## config.mk

```make
export PLATFORM = sky130hd
export DESIGN_NAME = sat_mon_flat
export DESIGN_NICKNAME = d
export VERILOG_FILES = /design/src/rtl/sat_mon_pkg.sv /design/src/rtl/sat_mon_if.sv /design/src/rtl/sat_abs.sv /design/src/rtl/sat_mon.sv /design/src/flat_wrapper.sv
export SDC_FILE = /design/constraint.sdc
export NUM_CORES = 1
export LEC_CHECK = 0
export ABC_CLOCK_PERIOD_IN_PS = 3590
export BUFFER_PORTS_ARGS = -buffer_cell sky130_fd_sc_hd__buf_2
export CAP_MARGIN = 20
export CORE_ASPECT_RATIO = 0.9
export CORE_MARGIN = 10
export CORE_UTILIZATION = 30
export CTS_BUF_LIST = sky130_fd_sc_hd__clkbuf_4 sky130_fd_sc_hd__clkbuf_8
export DETAILED_ROUTE_END_ITERATION = 6
export GPL_ROUTABILITY_DRIVEN = 0
export RECOVER_POWER = 100
export SLEW_MARGIN = 40
export SYNTH_ARGS = -nofsm -noshare
export SYNTH_HDL_FRONTEND = slang
export SYNTH_SLANG_ARGS = --single-unit
```

## constraint.sdc

```tcl
create_clock -name clk -period 3.59 [get_ports clk]
set_clock_uncertainty 0.15 [all_clocks]
set_input_delay 0.359 -clock clk [delete_from_list [all_inputs] [get_ports clk]]
set_output_delay 0.359 -clock clk [all_outputs]
set_load 0.02 [all_outputs]
```

## src/rtl/sat_mon_pkg.sv

```systemverilog
// ============================================================================
// sat_mon_pkg : shared state encoding and sizing for the saturation monitor
// Revision    : 1.0
// ============================================================================
`default_nettype none

package sat_mon_pkg;

   typedef enum logic [0:0] {
      ST_IDLE = 1'b0,
      ST_OVL  = 1'b1
   } state_t;

   localparam int HCNT_W = 4;

endpackage

`default_nettype wire

```

## src/rtl/sat_mon_if.sv

```systemverilog
// ============================================================================
// sat_mon_if : sample stream in, clip/overload status out
// Revision   : 1.0
// ============================================================================
`default_nettype none

interface sat_mon_if #(
   parameter int DSZ = 12,
   parameter int WSZ = 10
);
   logic signed [DSZ-1:0] in;
   logic                  valid;
   logic                  clr;
   logic                  clip;
   logic                  sticky;
   logic                  ovl;
   logic [WSZ:0]          clip_cnt;
   logic [DSZ-2:0]        peak;
   logic                  peak_stb;

   modport master (
      output in, valid, clr,
      input  clip, sticky, ovl, clip_cnt, peak, peak_stb
   );

   modport slave (
      input  in, valid, clr,
      output clip, sticky, ovl, clip_cnt, peak, peak_stb
   );
endinterface

`default_nettype wire

```

## src/rtl/sat_abs.sv

```systemverilog
// ============================================================================
// sat_abs : combinational saturating magnitude, DSZ signed -> DSZ-1 unsigned
// Revision: 1.0
// ============================================================================
`default_nettype none

module sat_abs #(
   parameter int DSZ = 12
) (
   input  logic [DSZ-1:0] x_i,
   output logic [DSZ-2:0] mag_o
);
   localparam logic [DSZ-1:0] MAXNEG = {1'b1, {(DSZ-1){1'b0}}};

   logic [DSZ-1:0] neg;

   always_comb begin
      neg = {DSZ{1'b0}} - x_i;
      // the most negative code has no positive twin; clamp it to full scale
      if (x_i == MAXNEG) begin
         mag_o = {(DSZ-1){1'b1}};
      end else if (x_i[DSZ-1]) begin
         mag_o = neg[DSZ-2:0];
      end else begin
         mag_o = x_i[DSZ-2:0];
      end
   end
endmodule

`default_nettype wire

```

## src/rtl/sat_mon.sv

```systemverilog
// ============================================================================
// sat_mon : clip detector, windowed clip counter / peak tracker, held overload
// Revision: 1.0
// ============================================================================
`default_nettype none

module sat_mon
   import sat_mon_pkg::*;
#(
   parameter int DSZ    = 12,
   parameter int WSZ    = 10,
   parameter int THRESH = 4,
   parameter int HOLD   = 2
) (
   input  logic       clk,
   input  logic       reset,
   sat_mon_if.slave   bus
);
   localparam logic [DSZ-1:0]    MAXPOS = {1'b0, {(DSZ-1){1'b1}}};
   localparam logic [DSZ-1:0]    MAXNEG = {1'b1, {(DSZ-1){1'b0}}};
   localparam logic [WSZ:0]      THR    = THRESH[WSZ:0];
   localparam logic [HCNT_W-1:0] HLD    = HOLD[HCNT_W-1:0];

   logic [WSZ-1:0]    wcnt_q;
   logic [WSZ:0]      ccnt_q;
   logic [DSZ-2:0]    pk_q;
   logic              clip_q, sticky_q, sticky_d, stb_q;
   logic [WSZ:0]      clip_cnt_q;
   logic [DSZ-2:0]    peak_q;
   state_t            state_q, state_d;
   logic [HCNT_W-1:0] hcnt_q, hcnt_d;

   logic              clip_det, win_end, hit;
   logic [DSZ-2:0]    mag, pk_new;
   logic [WSZ:0]      ccnt_tot;

   sat_abs #(.DSZ(DSZ)) u_abs (
      .x_i   (bus.in),
      .mag_o (mag)
   );

   assign clip_det = (bus.in == MAXPOS) || (bus.in == MAXNEG);
   assign win_end  = bus.valid && (wcnt_q == {WSZ{1'b1}});
   assign ccnt_tot = ccnt_q + {{WSZ{1'b0}}, clip_det};
   assign pk_new   = (mag > pk_q) ? mag : pk_q;
   assign hit      = (ccnt_tot >= THR);
   // a clip pulse in the same cycle as clr must not be lost
   assign sticky_d = clip_q ? 1'b1 : (bus.clr ? 1'b0 : sticky_q);

   always_ff @(posedge clk) begin
      if (reset) begin
         wcnt_q     <= '0;
         ccnt_q     <= '0;
         pk_q       <= '0;
         clip_q     <= 1'b0;
         sticky_q   <= 1'b0;
         stb_q      <= 1'b0;
         clip_cnt_q <= '0;
         peak_q     <= '0;
      end else begin
         clip_q   <= bus.valid & clip_det;
         sticky_q <= sticky_d;
         stb_q    <= win_end;
         if (bus.valid) begin
            wcnt_q <= wcnt_q + 1'b1;
            if (win_end) begin
               clip_cnt_q <= ccnt_tot;
               peak_q     <= pk_new;
               ccnt_q     <= '0;
               pk_q       <= '0;
            end else begin
               ccnt_q <= ccnt_tot;
               pk_q   <= pk_new;
            end
         end
      end
   end

   always_ff @(posedge clk) begin
      if (reset) begin
         state_q <= ST_IDLE;
         hcnt_q  <= '0;
      end else begin
         state_q <= state_d;
         hcnt_q  <= hcnt_d;
      end
   end

   always_comb begin
      state_d = state_q;
      hcnt_d  = hcnt_q;
      if (win_end) begin
         case (state_q)
            ST_IDLE: begin
               if (hit) begin
                  state_d = ST_OVL;
                  hcnt_d  = HLD;
               end
            end
            ST_OVL: begin
               if (hit) begin
                  hcnt_d = HLD;
               end else if (hcnt_q == {{(HCNT_W-1){1'b0}}, 1'b1}) begin
                  state_d = ST_IDLE;
                  hcnt_d  = '0;
               end else begin
                  hcnt_d = hcnt_q - 1'b1;
               end
            end
            default: begin
               state_d = ST_IDLE;
               hcnt_d  = '0;
            end
         endcase
      end
   end

   assign bus.clip     = clip_q;
   assign bus.sticky   = sticky_q;
   assign bus.ovl      = (state_q == ST_OVL);
   assign bus.clip_cnt = clip_cnt_q;
   assign bus.peak     = peak_q;
   assign bus.peak_stb = stb_q;
endmodule

`default_nettype wire

```

## src/flat_wrapper.sv

```systemverilog
// flat-port wrapper written by rule: the top's interface ports become plain ports
module sat_mon_flat import sat_mon_pkg::*;
#(
   parameter int DSZ    = 12,
   parameter int WSZ    = 10,
   parameter int THRESH = 4,
   parameter int HOLD   = 2
)
  (clk, reset, bus_in, bus_valid, bus_clr, bus_clip, bus_sticky, bus_ovl, bus_clip_cnt, bus_peak, bus_peak_stb);
  sat_mon_if #(.DSZ(DSZ), .WSZ(WSZ)) bus_i ();
  input  logic clk;
  input  logic reset;
  input wire logic [$bits(bus_i.in)-1:0] bus_in;
  input wire logic [$bits(bus_i.valid)-1:0] bus_valid;
  input wire logic [$bits(bus_i.clr)-1:0] bus_clr;
  output wire logic [$bits(bus_i.clip)-1:0] bus_clip;
  output wire logic [$bits(bus_i.sticky)-1:0] bus_sticky;
  output wire logic [$bits(bus_i.ovl)-1:0] bus_ovl;
  output wire logic [$bits(bus_i.clip_cnt)-1:0] bus_clip_cnt;
  output wire logic [$bits(bus_i.peak)-1:0] bus_peak;
  output wire logic [$bits(bus_i.peak_stb)-1:0] bus_peak_stb;
  assign bus_i.in = bus_in;
  assign bus_i.valid = bus_valid;
  assign bus_i.clr = bus_clr;
  assign bus_clip = bus_i.clip;
  assign bus_sticky = bus_i.sticky;
  assign bus_ovl = bus_i.ovl;
  assign bus_clip_cnt = bus_i.clip_cnt;
  assign bus_peak = bus_i.peak;
  assign bus_peak_stb = bus_i.peak_stb;
  sat_mon #(.DSZ(DSZ), .WSZ(WSZ), .THRESH(THRESH), .HOLD(HOLD)) u_core (.clk(clk), .reset(reset), .bus(bus_i));
endmodule
```

==> flow_metrics.py, run 1 <==
metrics = {
    "run_status": {
        "status": "finished, violations left",
        "violations": "max-capacitance violations, max-slew violations",
    },
    "final_layout": {
        "multi_input_area_um2": 2050,
        "regArea_um2": 1240,
        "layoutNonFillerInstCount": 643,
        "filler_cell_count": 1233,
        "final_core_util_pct": 36.0,
        "diodes": 0,
        "nets": 518,
        "area_growth_pct": 17.8,
        "drive_gt1_share_pct": 12.1,
    },
    "global_route": {
        "grt_pass1_wl_mm": 15.3,
        "antenna_found_initial": 0,
        "grt_pass1_vias": 3182,
        "grt_max_degree": 47,
        "grt_use_total_pct": 11.1,
        "grt.overflow.total": 0,
    },
    "power_and_ir_drop": {
        "ir_drop_v": 0.000148,
        "p_leak_nw": 1.49,
        "p_sw_share_pct": 26.1,
        "power_density_nw_per_um2": 393,
        "combPwrFrac_pct": 15.3,
        "power_mw": 1.62,
        "internal_power_mw": 1.20,
        "power_frac_seq_pct": 44.2,
        "p_switching_mw": 0.422,
        "clockPowerShare_pct": 40.5,
    },
    "clock_tree": {
        "clk_pin_slew_worst_paths_ps": 70,
        "cts_tree": "yes",
        "cts-htree-levels": 3,
        "cts-resized-gates": 0,
        "post-cts-setup-buffer-count": 0,
        "holdBufCountCts": 0,
        "clockBufferDepth": 2,
        "cts_root_buf": "clkbuf_8",
        "cts_made_buffers": 9,
        "clk_latency_ps": 330,
        "clock-sinks": 62,
    },
    "yosys": {
        "netlist_instances": 433,
        "synthAdderAreaFrac_pct": 6.80,
        "async_flop_share_pct": 0,
        "synth_xor_area_share_pct": 6.76,
        "synth_top_family_by_area": "simple AND/OR/NAND/NOR gates",
        "ys_ff_latch": 62,
        "synth_edf_count": 0,
        "syn_nets": 468,
        "synthMuxAreaShare_pct": 0.286,
        "synth_cell_type_count": 56,
        "yosysWarnings": 0,
        "syn_area_um2": 3500,
        "synth.top_cell.area_share_pct": 35.5,
        "yosysSeqAreaShare_pct": 35.5,
        "synth_compound_area_share_pct": 20.7,
        "synthSimpleGateAreaFrac_pct": 24.3,
        "syn_avg_cell_area_um2": 8.08,
        "synth_area_leaders": "dfxtp_1 35%, ha_1 6.8%, nor2_1 5.8%",
        "ys.flop_type": "dfxtp_1",
        "synth_top_cell_by_area": "dfxtp_1",
    },
    "worst_hold_path": {
        "hold_path_class": "primary input to flop",
    },
    "floorplanning": {
        "initial_core_util_pct": 30.6,
        "io_pins": 42,
        "die_w_um": 134,
        "fp.dieH_um": 122,
        "core-area_um2": 11400,
        "dieArea_um2": 16400,
        "rows": 37,
    },
    "sta": {
        "worstMarginPinSlew_ps": 1840,
        "setup_viol": 0,
        "period_minus_slack_ps": 3350,
        "rsz0062_at_grt": "false",
        "fmax_ghz": 0.299,
        "fin_crit_sh_pct": 93.2,
        "hold_viol_final": 0,
        "finalWorstSetupSlack_ps": 243,
        "slew_headroom_pct": -22.6,
        "drv_slew": 42,
        "holdWs_ps": 175,
    },
    "route": {
        "wirelength_mm": 8.89,
        "viasPerCell": 4.98,
        "firstDrtPassIters": 4,
        "drc": 0,
        "vias": 3200,
        "wl_per_cell_um": 13.8,
        "ant_nets": 0,
        "drtIter0Drc": 300,
    },
    "setup_path": {
        "required_ps": 3710,
        "path_max_fanout": 6,
        "end_kind": "flop",
        "startpoint_type": "primary input",
        "criticalPathCategory": "primary input to flop",
        "crit_arrival_ps": 3470,
    },
    "place": {
        "dp_hpwl_mm": 6.58,
        "pre_cts_slack_ps": -49.9,
        "placedCellCount": 628,
        "portBuffers": 41,
    },
    "run": {
        "max-cap-violations": 1,
    },
}
==> cells by family after synthesis <==
kind of cell             count (synthesis)
AO/OA/AOI/OAI                          105
multiplexers                             1
AND/OR/NAND/NOR                        172
buffers and inverters                   47
adder cells (fa/ha/maj)                 19
XOR/XNOR                                27
flip-flops                              62
==> synthesized netlist by cell type (3+ instances only) <==
library cell	n
a211oi_1	12
a21oi_1	28
a22oi_1	12
a31oi_1	7
and2_1	3
and3_1	4
buf_2	8
clkbuf_1	17
dfxtp_1	62
ha_1	19
inv_1	20
nand2_1	46
nand3_1	17
nand3b_1	5
nand4_1	10
nor2_1	54
nor3_1	9
nor4b_1	3
o211ai_1	5
o21a_1	3
o21ai_0	18
o2bb2ai_1	3
o31ai_1	3
or3_1	3
xnor2_1	15
xor2_1	12
==> metrics by stage <==
step | TNS (ps) | area (µm²)
floorplan | 0 | 3500
global placement | 0 | 3980
detailed placement | -118 | 3980
CTS | 0 | 4190
global route | 0 | 4120
finish | 0 | 4120
==> worst paths after layout <==
kind                      start                 end  slack, ps  depth (start not counted)
max reg2reg    u_core.ccnt_q[0]    u_core.hcnt_q[3]        980                          9
max                   bus_in[1]    u_core.hcnt_q[1]        240                         17
min                     bus_clr   u_core.bus.sticky        170                          4
min reg2reg  u_core.bus.peak[7]  u_core.bus.peak[7]        310                          2
==> cell usage in the layout, fill, tap and decap left out, types with 2 or more instances in the layout <==
cell type,n
nand2_1,46
nand3_1,17
nor2_1,54
o21a_1,3
o2bb2ai_1,3
inv_1,20
nor4b_1,3
clkbuf_4,3
bufinv_16,2
o31a_1,2
nand3b_1,5
or2_1,2
clkinv_2,3
a21oi_1,28
xor2_1,12
a22oi_1,12
clkbuf_1,32
and3_1,4
and3_2,2
dfxtp_1,62
nand4_1,10
and4_1,3
o211ai_1,5
buf_2,14
a211oi_1,12
nor3_1,9
and2_0,3
o21ai_0,18
o31ai_1,3
buf_4,17
or3_1,3
xnor2_1,15
a31oi_1,7
ha_1,19
nor4_1,2
clkbuf_8,9
==> worst max-delay path, stage by stage <==
cell and delay [ps]:
buf_2 110, inv_1 70, ha_1 160, inv_1 70, or3_1 360, clkbuf_4 150, nor2_1 130, a41o_1 170
ha_1 260, ha_1 250, and3_1 190, clkbuf_1 230, a311oi_1 130, a31oi_1 300, a2111oi_4 100, a41oi_1 250
o21a_1 160
==> power by group through the flow <==
stage / sequential, mW / clock, mW / combinational (mW)
after global placement: 0.731 / 0 / 0.246
after CTS: 0.715 / 0.681 / 0.251
after detailed placement: 0.731 / 0 / 0.249
final: 0.716 / 0.655 / 0.248
after floorplan: 0.728 / 0 / 0.156
after global routing: 0.717 / 0.715 / 0.282
==> flip-flops by register name, indices dropped and copies added (netlist names) <==
name / cells
u_core.bus.sticky: 1
u_core.bus.peak_stb: 1
u_core.bus.peak: 11
u_core.hcnt_q: 4
u_core.ccnt_q: 11
u_core.bus.ovl: 1
u_core.bus.clip: 1
u_core.pk_q: 11
u_core.bus.clip_cnt: 11
u_core.wcnt_q: 10
==> routing by layer <==
| metal | wire, µm | vias to the layer above | GRT usage, % | part of all wire [%] |
|---|---|---|---|---|
| met5 | 0 | - | 0 | 0 |
| met4 | 68 | 0 | 3.19 | 0.77 |
| met3 | 453 | 6 | 3.15 | 5.1 |
| met2 | 4070 | 53 | 18.5 | 46 |
| met1 | 4290 | 1492 | 13.8 | 48 |
| li1 | - | 1649 | - | - |
==> area by class of cell <==
type / instances / share of cell area, %
clock buffers: 10 / 3.19
clock inverters: 5 / 1.82
inverters: 20 / 1.82
multi-input cells: 324 / 49.7
flip-flops and latches: 62 / 30.1
well taps: 156 / 4.74
repair buffers: 66 / 8.56
No activity file was read; power rests on OpenSTA's default activity.
==> inputs of run 2 (changes only) <==
PLACE_DENSITY = 0.56   (was unset)
==> run 2 against run 1 <==
Against the previous run:
- the run now ends clean
- global-route usage up 0.36 points
- sequential share of layout area up 0.27 points
- largest cell class unchanged
- sequential power hardly changed
- flip-flop and latch count unchanged
- count of clock-buffer cells in the layout increased by 1
==> flow_metrics.py, run 2 (synthesized netlist as in run 1, its figures left out) <==
metrics = {
    "floorplanning": {
        "io_pins": 42,
        "initial_core_util_pct": 30.6,
        "core-area_um2": 11400,
        "fp.dieH_um": 122,
        "die_w_um": 134,
        "rows": 37,
        "dieArea_um2": 16400,
    },
    "global_route": {
        "grt_util_met3_pct": 3.59,
        "globalRouteMet2Util_pct": 19.1,
        "grt_pass1_vias": 3240,
        "grt-busiest-layer": "met2",
        "grt_pass1_wl_mm": 15.6,
        "grt_max_degree": 33,
        "grt_use_total_pct": 11.5,
        "grt.overflow.total": 0,
        "grtUsageMet1_pct": 13.6,
        "antenna_found_initial": 0,
    },
    "sta": {
        "finalWorstSetupSlack_ps": 320,
        "fmax_ghz": 0.306,
        "worstMarginPinSlew_ps": 869,
        "hold_viol_final": 0,
        "slew_headroom_pct": 42.0,
        "holdWs_ps": 168,
        "tns_ps": 0,
        "rsz0062_at_grt": "false",
        "setup_viol": 0,
        "drv_slew": 0,
        "fin_crit_sh_pct": 91.1,
        "period_minus_slack_ps": 3270,
    },
    "clock_tree": {
        "clockBufferDepth": 2,
        "clock-sinks": 62,
        "cts_root_buf": "clkbuf_8",
        "cts-resized-gates": 0,
        "post-cts-setup-buffer-count": 0,
        "clk_pin_slew_worst_paths_ps": 60,
        "cts_made_buffers": 9,
        "cts-htree-levels": 3,
        "cts_tree": "yes",
        "clk_latency_ps": 350,
        "holdBufCountCts": 0,
    },
    "final_layout": {
        "nets": 516,
        "layout_common_cells": "62 x dfxtp_1, 54 x nor2_1, 46 x nand2_1",
        "filler_cell_count": 1238,
        "final_common_cell": "dfxtp_1",
        "area_growth_pct": 16.7,
        "regArea_um2": 1240,
        "multi_input_area_um2": 2060,
        "final_core_util_pct": 35.7,
        "drive_gt1_share_pct": 12.6,
        "diodes": 0,
    },
    "setup_path": {
        "r2r-end": "u_core.ccnt_q[9]",
        "required_ps": 3690,
        "slowest_delay_ps": 440,
        "criticalPathCategory": "primary input to flop",
        "crit_arrival_ps": 3370,
        "timing.rr.start": "u_core.wcnt_q[0]",
        "startpoint_type": "primary input",
        "end_kind": "flop",
        "cpMostUsedCell": "ha_1",
        "crit_chain": "clkbuf_1, inv_1, ha_1, inv_1, or3_1, nor2_1, a41o_1, ha_1, ha_1, and3_1, clkbuf_1, a311oi_1, a31oi_1, a2111oi_4, nor2_2, o32ai_2",
        "rr_worst_depth": 8,
        "slowest_stage": "a2111oi_4",
        "rrSetupSlack_ps": 750,
        "path_max_fanout": 6,
    },
    "worst_hold_path": {
        "hold_depth": 4,
        "hold_path_class": "primary input to flop",
        "whs_endpoint": "u_core.bus.sticky",
        "min_from": "bus_clr",
    },
    "place": {
        "dp_hpwl_mm": 6.82,
        "pre_cts_slack_ps": -19.1,
        "portBuffers": 41,
    },
    "route": {
        "firstDrtPassIters": 5,
        "ant_nets": 0,
        "drc": 0,
        "drtIter0Drc": 202,
        "wirelength_mm": 9.17,
        "vias": 3202,
        "wl_per_cell_um": 14.3,
        "viasPerCell": 4.99,
    },
    "run": {
        "max-cap-violations": 0,
    },
    "power_and_ir_drop": {
        "power_mw": 1.52,
        "power_density_nw_per_um2": 373,
        "p_leak_nw": 1.47,
        "ir_drop_v": 0.000159,
    },
    "run_status": {
        "status": "finished clean",
    },
}
## run 2: cell count changes in the layout (fill, tap and decap cells not counted), sizes merged
cell,before,now
bufinv,2,0
clkbuf,44,42
clkinvlp,0,2
buf,32,33
## run 2: worst max-delay path, delay by kind of cell
| family | cells | cell delay [ps] |
|---|---|---|
| simple gates | 4 | 540 |
| compound gates | 5 | 1350 |
| buf+inv | 4 | 420 |
| fa+ha+maj | 3 | 690 |
## run 2: final cells by class
type	count	share of cell area (%)
repair buffers	64	8.09
multi-input cells	324	50.4
flip-flops and latches	62	30.4
inverters	20	1.84
clock inverters	5	0.827
clock buffers	11	3.71
well taps	156	4.78
## run 2: worst max-delay path by stage
stage               startpoint             endpoint  cells past startpoint
finish               bus_in[1]     u_core.hcnt_q[3]                     16
global route         bus_in[1]       u_core.pk_q[6]                     16
CTS                  bus_in[1]     u_core.hcnt_q[3]                     15
floorplan            bus_in[1]  u_core.bus.peak[10]                     15
detailed placement   bus_in[1]     u_core.hcnt_q[3]                     15
global placement     bus_in[2]   u_core.bus.peak[8]                     12
## run 2: where the power goes
group	internal, mW	total [mW]	leakage (nW)	switching (mW)
combinational	0.0905	0.235	0.877	0.145
sequential	0.704	0.716	0.501	0.0126
clock	0.286	0.574	0.0913	0.287
## run 2: stage by stage
stage	instance area (µm²)	cells
2_1_floorplan	3500	433
3_3_place_gp	3950	626
3_5_place_dp	3950	626
4_1_cts	4140	642
5_1_grt	4080	642
6_report	4080	642
## run 2: metal layers
layer	share of wire, %	routed length [µm]
met4	1.7	157
met5	0	0
met1	48	4400
met3	4.3	395
met2	46	4220
